--- src/rtl/uart_stream_sender_pkg.sv ---
// rtl/uart_stream_sender_pkg.sv - shared encodings for the UART stream sender
package uart_stream_sender_pkg;

    // Handshake/frame FSM states (3-bit encoding)
    typedef enum logic [2:0] {
        ST_IDLE       = 3'd0,
        ST_REQUEST    = 3'd1,
        ST_WAIT_VALID = 3'd2,
        ST_START_BIT  = 3'd3,
        ST_DATA_BITS  = 3'd4,
        ST_STOP_BIT   = 3'd5
    } senderState_t;

    localparam logic UART_IDLE  = 1'b1;
    localparam logic UART_START = 1'b0;
    localparam int   DATA_BITS  = 8;

    // Line level the TX register should present in the next cycle
    localparam logic [1:0] LINE_HIGH = 2'd0;
    localparam logic [1:0] LINE_LOW  = 2'd1;
    localparam logic [1:0] LINE_DATA = 2'd2;

endpackage

--- src/rtl/uart_tx_core.sv ---
// rtl/uart_tx_core.sv - bit timer, shift register and registered TX line
module uart_tx_core
    import uart_stream_sender_pkg::*;
#(
    parameter int CLKS_PER_BIT = 868
) (
    input  logic       ReadClock,
    input  logic       Reset,
    input  logic       load,
    input  logic [7:0] loadData,
    input  logic       run,
    input  logic       inData,
    input  logic [1:0] lineSel,
    output logic       txSerial,
    output logic       bitDone,
    output logic       lastBit
);

    localparam logic [15:0] LAST_TICK = 16'(CLKS_PER_BIT - 1);

    logic [15:0] bitTimer;
    logic [7:0]  shiftReg;
    logic [2:0]  bitIndex;
    logic        shiftNow;

    assign bitDone  = run && (bitTimer == LAST_TICK);
    assign lastBit  = (bitIndex == 3'(DATA_BITS - 1));
    assign shiftNow = inData && bitDone;

    // Bit timer restarts at every bit boundary and whenever no frame is running
    always_ff @(posedge ReadClock) begin
        if (Reset || load || !run || bitDone) begin
            bitTimer <= '0;
        end else begin
            bitTimer <= bitTimer + 16'd1;
        end
    end

    // Shift register and bit index: load at frame start, advance at data bit boundaries
    always_ff @(posedge ReadClock) begin
        if (Reset) begin
            shiftReg <= '0;
            bitIndex <= '0;
        end else if (load) begin
            shiftReg <= loadData;
            bitIndex <= '0;
        end else if (shiftNow) begin
            shiftReg <= shiftReg >> 1;
            bitIndex <= bitIndex + 3'd1;
        end
    end

    // Registered line driver; looks ahead to the post-shift LSB so each bit is glitch-free
    always_ff @(posedge ReadClock) begin
        if (Reset) begin
            txSerial <= UART_IDLE;
        end else begin
            case (lineSel)
                LINE_LOW:  txSerial <= UART_START;
                LINE_DATA: txSerial <= shiftNow ? shiftReg[1] : shiftReg[0];
                default:   txSerial <= UART_IDLE;
            endcase
        end
    end

endmodule

--- src/rtl/uart_stream_sender.sv ---
// rtl/uart_stream_sender.sv - pulls bytes from the storage FIFO and sends them as 8N1 UART
module uart_stream_sender
    import uart_stream_sender_pkg::*;
#(
    parameter int CLKS_PER_BIT  = 868,
    parameter int VALID_TIMEOUT = 8,
    parameter int COUNT_WIDTH   = 16
) (
    input  logic                   ReadClock,
    input  logic                   Reset,
    input  logic [7:0]             DataIn,
    input  logic                   DataValid,
    input  logic                   DataReadyToSend,
    input  logic                   SendEnable,
    output logic                   ReadEnable,
    output logic                   TxSerial,
    output logic                   Busy,
    output logic [COUNT_WIDTH-1:0] BytesSent,
    input  logic                   ClearCount,
    output logic                   TimeoutError,
    output logic                   ProtocolError
);

    localparam logic [7:0]             TIMEOUT_LAST = 8'(VALID_TIMEOUT - 1);
    localparam logic [COUNT_WIDTH-1:0] COUNT_MAX    = '1;

    senderState_t state;
    senderState_t nextState;
    logic [7:0]   timeoutCnt;
    logic         loadByte;
    logic         frameDone;
    logic         timeoutHit;
    logic [1:0]   lineSel;
    logic         coreRun;
    logic         coreInData;
    logic         bitDone;
    logic         lastBit;

    assign ReadEnable = (state == ST_REQUEST);
    assign Busy       = (state != ST_IDLE);
    assign coreRun    = (state == ST_START_BIT) || (state == ST_DATA_BITS) || (state == ST_STOP_BIT);
    assign coreInData = (state == ST_DATA_BITS);

    // State register
    always_ff @(posedge ReadClock) begin
        if (Reset) begin
            state <= ST_IDLE;
        end else begin
            state <= nextState;
        end
    end

    // Next-state logic plus the line level the TX core should present next cycle
    always_comb begin
        nextState  = state;
        loadByte   = 1'b0;
        frameDone  = 1'b0;
        timeoutHit = 1'b0;
        lineSel    = LINE_HIGH;
        case (state)
            ST_IDLE: begin
                if (SendEnable && DataReadyToSend) nextState = ST_REQUEST;
            end
            ST_REQUEST: begin
                nextState = ST_WAIT_VALID;
            end
            ST_WAIT_VALID: begin
                if (DataValid) begin
                    loadByte  = 1'b1;
                    nextState = ST_START_BIT;
                end else if (timeoutCnt == TIMEOUT_LAST) begin
                    timeoutHit = 1'b1;
                    nextState  = ST_IDLE;
                end
            end
            ST_START_BIT: begin
                if (bitDone) nextState = ST_DATA_BITS;
            end
            ST_DATA_BITS: begin
                if (bitDone && lastBit) nextState = ST_STOP_BIT;
            end
            ST_STOP_BIT: begin
                if (bitDone) begin
                    frameDone = 1'b1;
                    nextState = (SendEnable && DataReadyToSend) ? ST_REQUEST : ST_IDLE;
                end
            end
            default: begin
                nextState = ST_IDLE;
            end
        endcase
        case (nextState)
            ST_START_BIT: lineSel = LINE_LOW;
            ST_DATA_BITS: lineSel = LINE_DATA;
            default:      lineSel = LINE_HIGH;
        endcase
    end

    // DataValid wait counter: cleared on the read strobe, counts idle WAIT_VALID cycles
    always_ff @(posedge ReadClock) begin
        if (Reset || (state == ST_REQUEST)) begin
            timeoutCnt <= '0;
        end else if ((state == ST_WAIT_VALID) && !DataValid && !timeoutHit) begin
            timeoutCnt <= timeoutCnt + 8'd1;
        end
    end

    // Saturating byte counter; a clear beats a simultaneous increment
    always_ff @(posedge ReadClock) begin
        if (Reset || ClearCount) begin
            BytesSent <= '0;
        end else if (frameDone && (BytesSent != COUNT_MAX)) begin
            BytesSent <= BytesSent + 1'b1;
        end
    end

    // Sticky fault flags, cleared only by Reset
    always_ff @(posedge ReadClock) begin
        if (Reset) begin
            TimeoutError  <= 1'b0;
            ProtocolError <= 1'b0;
        end else begin
            if (timeoutHit) TimeoutError <= 1'b1;
            if (DataValid && (state != ST_WAIT_VALID)) ProtocolError <= 1'b1;
        end
    end

    uart_tx_core #(
        .CLKS_PER_BIT(CLKS_PER_BIT)
    ) txCore (
        .ReadClock(ReadClock),
        .Reset    (Reset),
        .load     (loadByte),
        .loadData (DataIn),
        .run      (coreRun),
        .inData   (coreInData),
        .lineSel  (lineSel),
        .txSerial (TxSerial),
        .bitDone  (bitDone),
        .lastBit  (lastBit)
    );

endmodule

--- config.mk ---
export PLATFORM = sky130hd
export DESIGN_NAME = uart_stream_sender
export DESIGN_NICKNAME = d
export VERILOG_FILES = /design/src/rtl/uart_stream_sender_pkg.sv /design/src/rtl/uart_tx_core.sv /design/src/rtl/uart_stream_sender.sv
export SDC_FILE = /design/constraint.sdc
export NUM_CORES = 1
export LEC_CHECK = 0
export ABC_AREA = 1
export CORE_UTILIZATION = 51
export DETAILED_ROUTE_END_ITERATION = 12
export PLACE_DENSITY = 0.8
export REMOVE_ABC_BUFFERS = 1
export SYNTH_ARGS = -nofsm -noshare
export SYNTH_HDL_FRONTEND = slang
export SYNTH_SLANG_ARGS = --single-unit
--- constraint.sdc ---
create_clock -name ReadClock -period 1.6 [get_ports ReadClock]
set_input_delay 0.16 -clock ReadClock [delete_from_list [all_inputs] [get_ports ReadClock]]
set_output_delay 0.16 -clock ReadClock [all_outputs]
set_load 0.02 [all_outputs]
==> results of run 1 <==
-- final timing paths --
| kind | to | slack [ns] | cells past startpoint |
|---|---|---|---|
| max | BytesSent[1] | -0.03 | 8 |
| min | txCore.shiftReg[6] | 0.41 | 3 |
| max reg2reg | BytesSent[1] | -0.03 | 8 |
| min reg2reg | txCore.bitIndex[2] | 0.45 | 2 |
-- flip-flops by register name (all words and copies together), names as in the netlist, 3 cells and up --
name and count:
txCore.shiftReg 8, txCore.bitIndex 3, state 3, BytesSent 16
timeoutCnt 8, txCore.bitTimer 16
-- synthesized netlist by cell type (3+ instances only) --
| master | instances |
|---|---|
| xor2_1 | 9 |
| inv_2 | 3 |
| o21ai_0 | 14 |
| a21oi_1 | 29 |
| a31oi_1 | 3 |
| nand4_1 | 15 |
| nor2_1 | 65 |
| nor3_1 | 13 |
| xnor2_1 | 4 |
| nand3_1 | 44 |
| ha_1 | 5 |
| nand2_1 | 106 |
| a21oi_2 | 3 |
| inv_1 | 60 |
| dfxtp_1 | 57 |
| nor2_2 | 5 |
| nand2_2 | 4 |
-- what timing repair did --
| item | CTS | global route |
|---|---|---|
| setup endpoints to repair | 21 | 57 |
| cloned | 0 | 3 |
| resized for setup | 8 | 73 |
| buffers inserted | 0 | 7 |
| pin swaps | 0 | 22 |
-- stage by stage --
step	hold WS, ns	setup WS [ns]	utilization	instance area [um^2]	TNS, ns
final	0.413	-0.0299	0.741	4180	-0.101
after global routing	0.408	-0.146	0.741	4180	-1.44
after CTS	0.404	-0.0106	0.691	3900	-0.0106
after detailed placement	0.447	-0.0781	0.659	3720	-0.420
after global placement	0.438	-0.00978	0.659	3720	-0.00978
after floorplan	0.229	-0.237	-	3010	-3.04
-- report_power, final --
part | internal (mW) | leakage [nW] | switching [mW]
Combinational | 0.145 | 1.18 | 0.192
Clock | 0.632 | 0.0826 | 0.541
Sequential | 1.45 | 0.465 | 0.0206
Total | 2.23 | 1.73 | 0.753
-- critical path, stage by stage, from the launching register on --
cell       delay (ns)
dfxtp_1          0.43
inv_1            0.11
nor3_2           0.26
nand2_2          0.13
nor3_4           0.17
nor2_4           0.08
clkbuf_16        0.16
o21ai_2          0.12
nor2_1           0.06
-- cells by family (layout without fill, tap and decap cells) --
group	count (synthesis)	after routing	share of synthesized area
AO/OA/AOI/OAI	52	52	0.0941
XOR/XNOR	13	13	0.0374
flip-flops	57	57	0.375
AND/OR/NAND/NOR	261	262	0.381
adder cells (fa/ha/maj)	5	5	0.0205
buffers and inverters	70	157	0.0920
-- per-layer routing --
| layer | part of all wire | wire length [um] | vias to the layer above |
|---|---|---|---|
| li1 | - | - | 1643 |
| met1 | 0.42 | 3510 | 1501 |
| met2 | 0.47 | 3870 | 174 |
| met3 | 0.073 | 605 | 29 |
| met4 | 0.033 | 276 | 0 |
| met5 | 0 | 0 | - |
-- cell type report --
| cell class | count | area [um^2] | area share |
|---|---|---|---|
| flip-flops and latches | 57 | 1150 | 0.276 |
| well taps | 72 | 90.1 | 0.0216 |
| inverters | 65 | 249 | 0.0596 |
| repair buffers | 78 | 726 | 0.174 |
| multi-input cells | 332 | 1800 | 0.430 |
| clock buffers | 14 | 163 | 0.0389 |
==> impl_metrics.py, run 1 <==
metrics = {
    "finish": {
        "layout.cells.most_common": "nand2_1",
        "layout.cells.non_filler": 618,
        "drive_above_1_share": 0.240,
        "area_growth_pct": 37.2,
        "final.fill_count": 416,
        "antenna_cells": 0,
        "mostFrequentLayoutCells": "96 x nand2_1, 52 x inv_1, 51 x nor2_1",
        "nets": 562,
    },
    "grt": {
        "met2_usage": 0.426,
        "grt_busiest_layer": "met2",
        "grtUsageTotal": 0.265,
        "grt_max_degree": 13,
        "antenna_found_initial": 0,
        "grtUsageMet1": 0.329,
        "grt_pass1_wl_um": 13100,
        "gr-usage-met3": 0.0540,
        "grt_overflow": 0,
        "grt_pass1_vias": 2991,
    },
    "clock_tree": {
        "clockBufferDepth": 2,
        "cts_buffers": 9,
        "clock_sinks": 57,
        "clock_latency_ns": 0.34,
        "cts_root_buf": "clkbuf_8",
        "path_clk_slew_ns": 0.06,
        "cts_tree": "done",
        "cts_hold_buffers": 0,
        "htree_levels": 3,
    },
    "run": {
        "maxCapViolations": 0,
    },
    "sta": {
        "fmax_ghz": 0.614,
        "hold_viol": 0,
        "setup_viol": 4,
        "maxSlewViolCount": 0,
        "tightest_slew_ns": 0.466,
        "setup_slack_ns": -0.0299,
        "max_slew_margin": 0.686,
        "finClkSkew_ns": 0.00564,
        "rsz0062_at_grt": "true",
        "fin_crit_ns": 1.63,
        "period_share": 1.02,
    },
    "synthesis": {
        "syn-instance-count": 458,
        "ys_seq_area_frac": 0.375,
        "synthFlopType": "dfxtp_1",
        "synth.area.top_cells": "dfxtp_1 37%, nand2_1 13%, nor2_1 8.0%",
        "synth-edff-count": 0,
        "synth_top_area_frac": 0.375,
        "syn_avg_cell_area_um2": 6.65,
        "yosysUniqueCellTypes": 31,
        "synthArstFlopShare": 0,
        "netlist_area_mm2": 0.00305,
        "synth_seq_cells": 57,
        "ys.warnings.count": 0,
        "yosysTopAreaCell": "dfxtp_1",
    },
    "floorplan": {
        "initial_core_util": 0.540,
        "ios": 35,
        "die_w_um": 79.3,
        "die_y_um": 79.3,
        "rows": 27,
        "fp.coreArea_mm2": 0.00564,
        "die_area_mm2": 0.00628,
    },
    "placement": {
        "port_buffers": 34,
        "hpwl_um": 5600,
        "gp_congestion": 0.898,
        "dp.cells": 594,
    },
    "hold_path": {
        "hold_start": "DataIn[6]",
        "min_path_type": "in -> reg",
    },
    "worst_setup_path": {
        "crit_path_start_kind": "flop",
        "crit_fanout": 6,
        "startpoint": "BytesSent[9]",
        "arrival_ns": 1.86,
        "crit_type": "reg -> reg",
        "crit_path_end_kind": "flop",
        "r2r_start": "BytesSent[9]",
        "required_ns": 1.83,
    },
    "route": {
        "route.detailed.wl_per_inst_um": 13.4,
        "drt-initial-drc-count": 215,
        "dr.pass1.iters": 5,
        "routed_via_density": 5.42,
        "drc": 0,
        "drt.antenna.violating_nets": 0,
        "wirelength_um": 8260,
        "vias": 3347,
    },
    "outcome": {
        "failed_checks": "setup timing",
        "status": "complete, but fails checks",
    },
    "power": {
        "p_per_area_mw_per_mm2": 714,
        "p_leak_nw": 1.73,
        "ir_drop_v": 0.000575,
        "fin_total_pwr_mw": 2.98,
    },
}
Note: power is estimated with default switching activity, not from simulation.
==> run 2, diff against run 1 <==
--- a/config.mk
+++ b/config.mk
@@ -7,6 +7,7 @@
 export LEC_CHECK = 0
 export ABC_AREA = 1
 export CORE_UTILIZATION = 51
+export CTS_CLUSTER_SIZE = 20
 export DETAILED_ROUTE_END_ITERATION = 12
 export PLACE_DENSITY = 0.8
 export REMOVE_ABC_BUFFERS = 1
==> results of run 2 <==
No change in the layout: final DEF, timing and power equal those of run 1.
==> run 3, diff against run 2 <==
--- a/config.mk
+++ b/config.mk
@@ -7,6 +7,7 @@
 export LEC_CHECK = 0
 export ABC_AREA = 1
 export CORE_UTILIZATION = 51
+export CTS_CLUSTER_DIAMETER = 30
 export CTS_CLUSTER_SIZE = 20
 export DETAILED_ROUTE_END_ITERATION = 12
 export PLACE_DENSITY = 0.8
==> results of run 3 <==
No change in the layout: final DEF, timing and power equal those of run 1.
